$ cat src/rtl/simon_pkg.sv
// Shared types and constants for the Simon round sequencer: symbol type,
// state encoding and the LFSR feedback polynomial.
package simon_pkg;

  typedef logic [1:0] sym_t;

  // FSM state encoding (IDLE, GEN, PLAY, WAIT, WIN, LOSE)
  typedef logic [2:0] state_t;
  localparam state_t ST_IDLE = 3'd0;
  localparam state_t ST_GEN  = 3'd1;
  localparam state_t ST_PLAY = 3'd2;
  localparam state_t ST_WAIT = 3'd3;
  localparam state_t ST_WIN  = 3'd4;
  localparam state_t ST_LOSE = 3'd5;

  // x^8 + x^6 + x^5 + x^4 + 1, Fibonacci form shifting towards the MSB
  localparam logic [7:0] LFSR_TAPS = 8'hB8;

  function automatic logic [7:0] lfsr_step(input logic [7:0] s);
    return {s[6:0], ^(s & LFSR_TAPS)};
  endfunction

endpackage

$ cat src/rtl/simon_lfsr.sv
// Free-running 8-bit LFSR; only the two low bits are exported as the next
// candidate colour symbol.
module simon_lfsr
  import simon_pkg::*;
#(
  parameter logic [7:0] SEED = 8'hA5
) (
  input  logic       clock,
  input  logic       reset,
  output logic [1:0] sym
);

  logic [7:0] value;

  always_ff @(posedge clock or negedge reset) begin
    if (!reset) value <= SEED;
    else        value <= lfsr_step(value);
  end

  assign sym = value[1:0];

endmodule

$ cat src/rtl/simon_game_ctrl.sv
// Simon round sequencer: grows a random colour sequence, plays it back and
// checks the player's presses. Define SIMON_TIMEOUT_EN to lose on WAIT idling.
module simon_game_ctrl
  import simon_pkg::*;
#(
  parameter int         MAX_LEN     = 16,
  parameter int         SHOW_CYCLES = 4,
  parameter int         GAP_CYCLES  = 2,
  parameter int         TIMEOUT_CYC = 64,
  parameter logic [7:0] SEED        = 8'hA5,
  parameter int         LEN_W       = $clog2(MAX_LEN + 1)
) (
  input  logic             clock,
  input  logic             reset,
  input  logic             start,
  input  logic             btn_valid,
  input  logic [1:0]       btn,
  output logic             show_valid,
  output logic [1:0]       show_sym,
  output logic             busy,
  output logic [LEN_W-1:0] level,
  output logic             win,
  output logic             lose
);

  localparam int IDX_W = (MAX_LEN > 1) ? $clog2(MAX_LEN) : 1;
  localparam int SLOT  = SHOW_CYCLES + GAP_CYCLES;
  localparam int CNT_W = $clog2(SLOT + 1);
  localparam logic [CNT_W-1:0] SLOT_LAST = CNT_W'(SLOT - 1);
  localparam logic [CNT_W-1:0] SHOW_LAST = CNT_W'(SHOW_CYCLES - 1);
  localparam logic [LEN_W-1:0] MAX_LVL   = LEN_W'(MAX_LEN);

  state_t           state;
  logic [LEN_W-1:0] idx;
  logic [CNT_W-1:0] cnt;
  sym_t             seq [2**IDX_W];
  sym_t             lfsr_sym;
  logic [LEN_W-1:0] last_idx;
  logic [LEN_W-1:0] idx_inc;
  sym_t             cur_sym;
  sym_t             first_sym;
  logic             timeout;

  simon_lfsr #(.SEED(SEED)) u_lfsr (
    .clock (clock),
    .reset (reset),
    .sym   (lfsr_sym)
  );

  assign last_idx = level - 1'b1;
  assign idx_inc  = idx + 1'b1;
  assign cur_sym  = seq[idx[IDX_W-1:0]];
  // In the first round seq[0] is written by the same edge that starts playback
  assign first_sym = (level == '0) ? lfsr_sym : seq[IDX_W'(0)];

`ifdef SIMON_TIMEOUT_EN
  localparam int TO_W = $clog2(TIMEOUT_CYC + 1);
  logic [TO_W-1:0] to_cnt;

  assign timeout = (state == ST_WAIT) && !btn_valid && (to_cnt == TO_W'(TIMEOUT_CYC - 1));

  always_ff @(posedge clock or negedge reset) begin
    if (!reset)                          to_cnt <= '0;
    else if (state != ST_WAIT || btn_valid) to_cnt <= '0;
    else if (!timeout)                   to_cnt <= to_cnt + 1'b1;
  end
`else
  // TIMEOUT_CYC has no effect in this build; WAIT never expires
  assign timeout = (TIMEOUT_CYC < 0);
`endif

  // Sequence storage holds data only, so it carries no reset
  always_ff @(posedge clock) begin
    if (state == ST_GEN) seq[level[IDX_W-1:0]] <= lfsr_sym;
  end

  always_ff @(posedge clock or negedge reset) begin
    if (!reset) begin
      state      <= ST_IDLE;
      level      <= '0;
      idx        <= '0;
      cnt        <= '0;
      show_valid <= 1'b0;
      show_sym   <= '0;
      busy       <= 1'b0;
      win        <= 1'b0;
      lose       <= 1'b0;
    end else begin
      case (state)
        ST_GEN: begin
          level      <= level + 1'b1;
          idx        <= '0;
          cnt        <= '0;
          show_valid <= 1'b1;
          show_sym   <= first_sym;
          state      <= ST_PLAY;
        end
        ST_PLAY: begin
          if (cnt == SLOT_LAST) begin
            cnt <= '0;
            if (idx >= last_idx) begin
              idx   <= '0;
              state <= ST_WAIT;
            end else begin
              idx        <= idx_inc;
              show_valid <= 1'b1;
              show_sym   <= seq[idx_inc[IDX_W-1:0]];
            end
          end else begin
            cnt        <= cnt + 1'b1;
            show_valid <= (cnt < SHOW_LAST);
            show_sym   <= (cnt < SHOW_LAST) ? cur_sym : 2'b00;
          end
        end
        ST_WAIT: begin
          if (btn_valid) begin
            if (btn != cur_sym) begin
              lose  <= 1'b1;
              busy  <= 1'b0;
              state <= ST_LOSE;
            end else if (idx < last_idx) begin
              idx <= idx_inc;
            end else if (level < MAX_LVL) begin
              idx   <= '0;
              state <= ST_GEN;
            end else begin
              win   <= 1'b1;
              busy  <= 1'b0;
              state <= ST_WIN;
            end
          end else if (timeout) begin
            lose  <= 1'b1;
            busy  <= 1'b0;
            state <= ST_LOSE;
          end
        end
        default: begin
          if (start) begin
            level <= '0;
            win   <= 1'b0;
            lose  <= 1'b0;
            busy  <= 1'b1;
            idx   <= '0;
            cnt   <= '0;
            state <= ST_GEN;
          end
        end
      endcase
    end
  end

endmodule

$ cat config.mk
export PLATFORM = sky130hd
export DESIGN_NAME = simon_game_ctrl
export DESIGN_NICKNAME = d
export VERILOG_FILES = /design/src/rtl/simon_pkg.sv /design/src/rtl/simon_lfsr.sv /design/src/rtl/simon_game_ctrl.sv
export SDC_FILE = /design/constraint.sdc
export NUM_CORES = 1
export LEC_CHECK = 0
export CORE_UTILIZATION = 56
export CTS_CLUSTER_DIAMETER = 40
export CTS_CLUSTER_SIZE = 28
export DETAILED_ROUTE_END_ITERATION = 10
export PLACE_DENSITY = 0.83
export SYNTH_ARGS = -nofsm -noshare
export SYNTH_HDL_FRONTEND = slang
export SYNTH_SLANG_ARGS = --single-unit
export TNS_END_PERCENT = 20
$ cat constraint.sdc
create_clock -name clock -period 3.3 [get_ports clock]
set_clock_uncertainty 0.15 [all_clocks]
set_input_delay 0.99 -clock clock [delete_from_list [all_inputs] [get_ports clock]]
set_output_delay 0.99 -clock clock [all_outputs]
set_load 0.005 [all_outputs]
======== After elaboration in Yosys (flattened, before gate mapping) ========
Memories as Yosys holds them, arrays and structs flattened.
Cells that the tools add are included.
storage, ports and cells
  flip-flop bits (word level) ............. 30
  memory bits (writable) .................. 32
  input bits .............................. 6
  output and inout port bits .............. 11
  logic and storage cells ................. 100
  memories ................................ 1
operators by class
  add/sub/neg operators ................... 4
  $lt $le $gt $ge ......................... 4
  eq/ne operators ......................... 16
  mux-type cells .......................... 45
  bitwise logic cells ..................... 3
  reductions and logical operators ........ 17
memories
  memory  depth  bits a word  rd ports  clocked after memory_dff  write ports  RTL line               text
  seq     16     2            3         0                         1            simon_game_ctrl.sv:36  sym_t seq [2**IDX_W];
operators by type and width
  cell                                                  number
  2-to-1 mux 5 bit                                      7
  2-to-1 mux 3 bit                                      9
  case mux 3 bit (3 select lines)                       2
  2-to-1 mux 1 bit                                      16
  case mux 5 bit (3 select lines)                       1
  AND reduction 5 bit                                   3
  inequality test 2 bit (second input constant)         7
  inequality test 3 bit (second input constant)         4
  adder 5 x 1 -> 5 bit (second input constant)          2
  case mux 5 bit (2 select lines)                       1
  2-to-1 mux 2 bit                                      4
  case mux 1 bit (2 select lines)                       4
  XOR reduction 8 bit                                   1
  equality test 3 x 2 -> 1 bit (second input constant)  2
  AND reduction 2 bit                                   3
  AND reduction 6 bit                                   1
  nonzero test 2 bit                                    3
  greater-or-equal comparator 5 bit                     1
  zero test 5 bit                                       1
  less-than comparator 5 bit                            1
  less-than comparator 5 bit (second input constant)    1
  subtractor 5 x 1 -> 5 bit (second input constant)     1
  case mux 2 bit (2 select lines)                       1
  AND reduction 4 bit                                   1
  other kinds (9)                                       12

======== Longest topological paths before layout ========
  depth in word-level cells ............... 6
  depth in mapped cells ................... 11
  depth with buffers taken out ............ 11

======== By module ========
A second synthesis with hierarchy kept.
second synthesis, totals
  cell total of the unflattened synthesis .. 289
  area, all modules ....................... 3428.3 µm²
by module, submodules not included
  module           instances  cells an instance  area each (µm²)  seq. area each (µm²)
  simon_game_ctrl  1          276                3181.8           1511.4
  simon_lfsr       1          13                 246.5            205.2

======== Worst setup path before layout ========
Ideal clock, no wire load.
  path kind ............................... register -> register
  start ................................... reg level[0]
  end ..................................... reg idx[0]
  library setup time ...................... 0.125 ns
  data arrival time ....................... 2.499 ns
  required time ........................... 3.025 ns
  path slack .............................. 0.527 ns
  cell stages (with the launch flop) ...... 12
  buffers on the path ..................... 0
  clock period less this slack ............ 2.773 ns
  cells stage by stage .................... dfrtp_1 > inv_1 > ha_1 > nand2_1 > xor2_1 > ha_1 > and3_1 > o21ai_0 > nand2_1 > a21oi_1 > a31oi_4 > mux2_2
between the ends
  longest elaborated chain between the ends .. 6
  elaborated cells on any way between the ends .. 12
  those cells by class .................... 1 x add/sub; 3 x order compare; 1 x eq/ne; 6 x mux; 1 x reduce/logical
ends and longest elaborated chain
  item                             RTL line                text
  start, declared                  simon_game_ctrl.sv:21   output logic [LEN_W-1:0] level,
  start signal, assigned           simon_game_ctrl.sv:91   level <= level + 1'b1;
  subtractor 5 x 1 -> 5 bit        simon_game_ctrl.sv:50   assign last_idx = level - 1'b1;
  less-than comparator 5 bit       simon_game_ctrl.sv:121  end else if (idx < last_idx) begin
  2-to-1 mux 5 bit                 simon_game_ctrl.sv:121
  2-to-1 mux 5 bit                 simon_game_ctrl.sv:117  if (btn != cur_sym) begin
  2-to-1 mux 5 bit                 simon_game_ctrl.sv:116  if (btn_valid) begin
  case mux 5 bit (3 select lines)  simon_game_ctrl.sv:89   case (state)
  end signal, assigned             simon_game_ctrl.sv:105  idx <= idx_inc;
  end signal, assigned             simon_game_ctrl.sv:122  idx <= idx_inc;
  end, declared                    simon_game_ctrl.sv:34   logic [LEN_W-1:0] idx;
Parallel ways exist; a longest one is shown, timed or not. The select of a mux whose other input is x is not followed.
A chain may end at the register's enable or synchronous reset.

======== Worst setup path after layout ========
  start ................................... reg level[1]
  end ..................................... reg idx[3]
The elaborated chain is that of the path after synthesis.

==> reports/metrics.cfg <==
[clock_tree]
clock_sinks=62
cts_buffers=9
ctsHoldBuffers=0
clock_path_buffers=2
cts_tree=yes
clkTransAtPathRegs_ns=0.07
clk_latency_ns=0.34
root_buffer=clkbuf_8
htree_levels=3
post_cts_resized=0
cts_setup_buffers=0

[sta]
max_freq_mhz=329
rsz0062_at_grt=false
setup_tns_ns=0
finalHoldViolCount=0
timing.final.crit_share=0.921
slew_viol_final=0
fin_crit_ns=3.04
slew_headroom=0.618
hold_ws_ns=0.209
tightest_slew_ns=0.574
setup_ws_ns=0.262
setup_violations=0

[critical_path]
start_kind=flop
cp_top_family=compound AO/OA/AOI/OAI gates
arrival_ns=3.12
critical_path_class=reg -> reg
cp_slowest_cell=dfrtp_1
path_buf_inv=1
crit_fanout=8
critPathCaptureType=flop
slowest_delay_ns=0.48
required_ns=3.38
cp_cell_sequence=inv_1 > ha_1 > nand2_1 > xor2_1 > ha_1 > and3_1 > o21ai_0 > nand2_1 > a21oi_1 > a31oi_4 > mux2_2

[floorplanning]
die_h_um=81.4
die_w_um=81.4
initial_core_util=0.589
dieArea_um2=6620
floorplan.rows=28
core_um2=5990
num_io_pins=17

[synth]
synth_ff_type=edfxtp_1
syn_avg_cell_area_um2=11.8
synth_top_area_cell=edfxtp_1
post-synth-top-count-cell=nor2_1
synthArstFlopShare=0.484
ys_seq_area_frac=0.487
synth_fp_nets=317
synth-edff-count=32
synth_top_cells_by_count=nor2_1 (33), edfxtp_1 (32), dfrtp_1 (26)
yosys_warnings=0
synth_area_leaders=edfxtp_1 (27%), dfrtp_1 (18%), mux4_2 (8.3%)
synth_cells=300
synth_seq_cells=62
ys_types=63
synth_top_cell_area_share=0.273
synthesis.area_um2=3530

[run_status]
status=completed

[layout]
diodes=0
finalNonFillerCells=403
drive_gt1_frac=0.180
multi_input_area_um2=1680
regArea_um2=1720
final_util=0.662
stdcell_area_um2=3970
fillerInstances=447
final_nets=340
syn_to_final_growth_pct=12.5

[global_route]
grt_pass1_vias=2439
overflow=0
grt_max_degree=31
antenna_found_initial=0
grt_first_pass_wirelength_um=12100
track_usage=0.256

[pwr]
vdd_drop_max_mv=0.481
p_leak_nw=1.47
p_sw_mw=1.32
p_comb_frac=0.468
p_seq_frac=0.327
intPower_mw=2.01
p_per_area_nw_per_um2=839
power_mw=3.33
switching_share=0.396
clkPwrFrac=0.205

[place]
dp_slack_ns=0.137
place.gp.congestion=0.972
dp_hpwl_um=5370
placed_cells=387
io_buffers=16
dpl_cell_area_um2=3760

[run]
drv_cap=0

[routing]
drtAntennaViolNets=0
vias=2499
drc=0
routed_wl_um=7370
drtPass1Iterations=5
drt_iter0_drc=290
routed_via_density=6.20
routedWlPerCell_um=18.3

[hold_path]
min_path_type=reg -> reg

==> power groups by stage <==
stage	registers (mW)	logic [mW]	clock network (mW)
global route	1.11	1.72	0.737
CTS	1.08	1.55	0.700
finish	1.09	1.56	0.684
floorplan	1.03	1.17	0
global placement	1.09	1.50	0
detailed placement	1.10	1.54	0
==> path summary, 6_finish.rpt <==
path                                         to  slack (ns)       startpoint  cells past startpoint
worst max-delay path                     idx[3]        0.26         level[1]                     11
worst min-delay path            u_lfsr.value[7]        0.21  u_lfsr.value[6]                      0
worst max register to register           idx[3]        0.26         level[1]                     11
worst min register to register  u_lfsr.value[7]        0.21  u_lfsr.value[6]                      0
max in group asynchronous       u_lfsr.value[5]        1.80            reset                      2
min in group asynchronous                  lose        0.88            reset                      2
==> cell families after synthesis <==
kind of cell | Yosys count | synth area share
mux | 32 | 0.149
fa+ha+maj | 11 | 0.0390
xor+xnor | 11 | 0.0295
simple gates | 104 | 0.149
compound gates | 56 | 0.110
buf+inv | 24 | 0.0369
flops | 62 | 0.487
==> cell usage in the layout, fill, tap and decap left out, types with 2 or more instances in the layout <==
cell             instances
o22ai_1                  4
and3_1                   3
xnor2_1                  5
clkdlybuf4s50_1         16
nor2b_1                  3
nand2b_1                 7
or3_1                    2
a41oi_1                  3
clkinvlp_4               3
dfstp_2                  4
nor2_1                  33
clkbuf_8                10
mux4_1                   2
a21o_1                   3
a21oi_1                 10
nor3_1                   8
buf_4                    9
dfrtp_1                 26
ha_1                    11
edfxtp_1                32
mux2_2                   3
inv_1                   11
nand3_1                  7
a211oi_1                 3
o211ai_1                 2
a22oi_1                  2
nand2_1                 24
a31o_2                   2
mux4_2                  13
a31oi_1                  3
o21ai_0                 13
xor2_1                   5
mux2i_1                 13
o31ai_1                  2
==> final cells by class <==
class,count,area share
timing repair buffer,25,0.0574
multi-input combinational,214,0.423
clock buffer,10,0.0347
tap,75,0.0237
sequential,62,0.433
inverter,11,0.0104
clock inverter,6,0.0177
==> metal layers <==
metal	vias to the layer above	GRT usage	wire length (um)	part of all wire
met1	1222	0.343	3190	0.43
met5	-	0	0	0
met2	78	0.391	3580	0.49
met3	16	0.0753	443	0.060
li1	1183	-	-	-
met4	0	0.100	160	0.022
==> registers in the layout, indices dropped and copies added (netlist names) <==
name and cells:
seq 32, u_lfsr.value 8, idx 5, level 5
cnt 3, state 3, show_sym 2, busy 1
lose 1, show_valid 1, win 1
No activity file was read; power rests on OpenSTA's default activity.
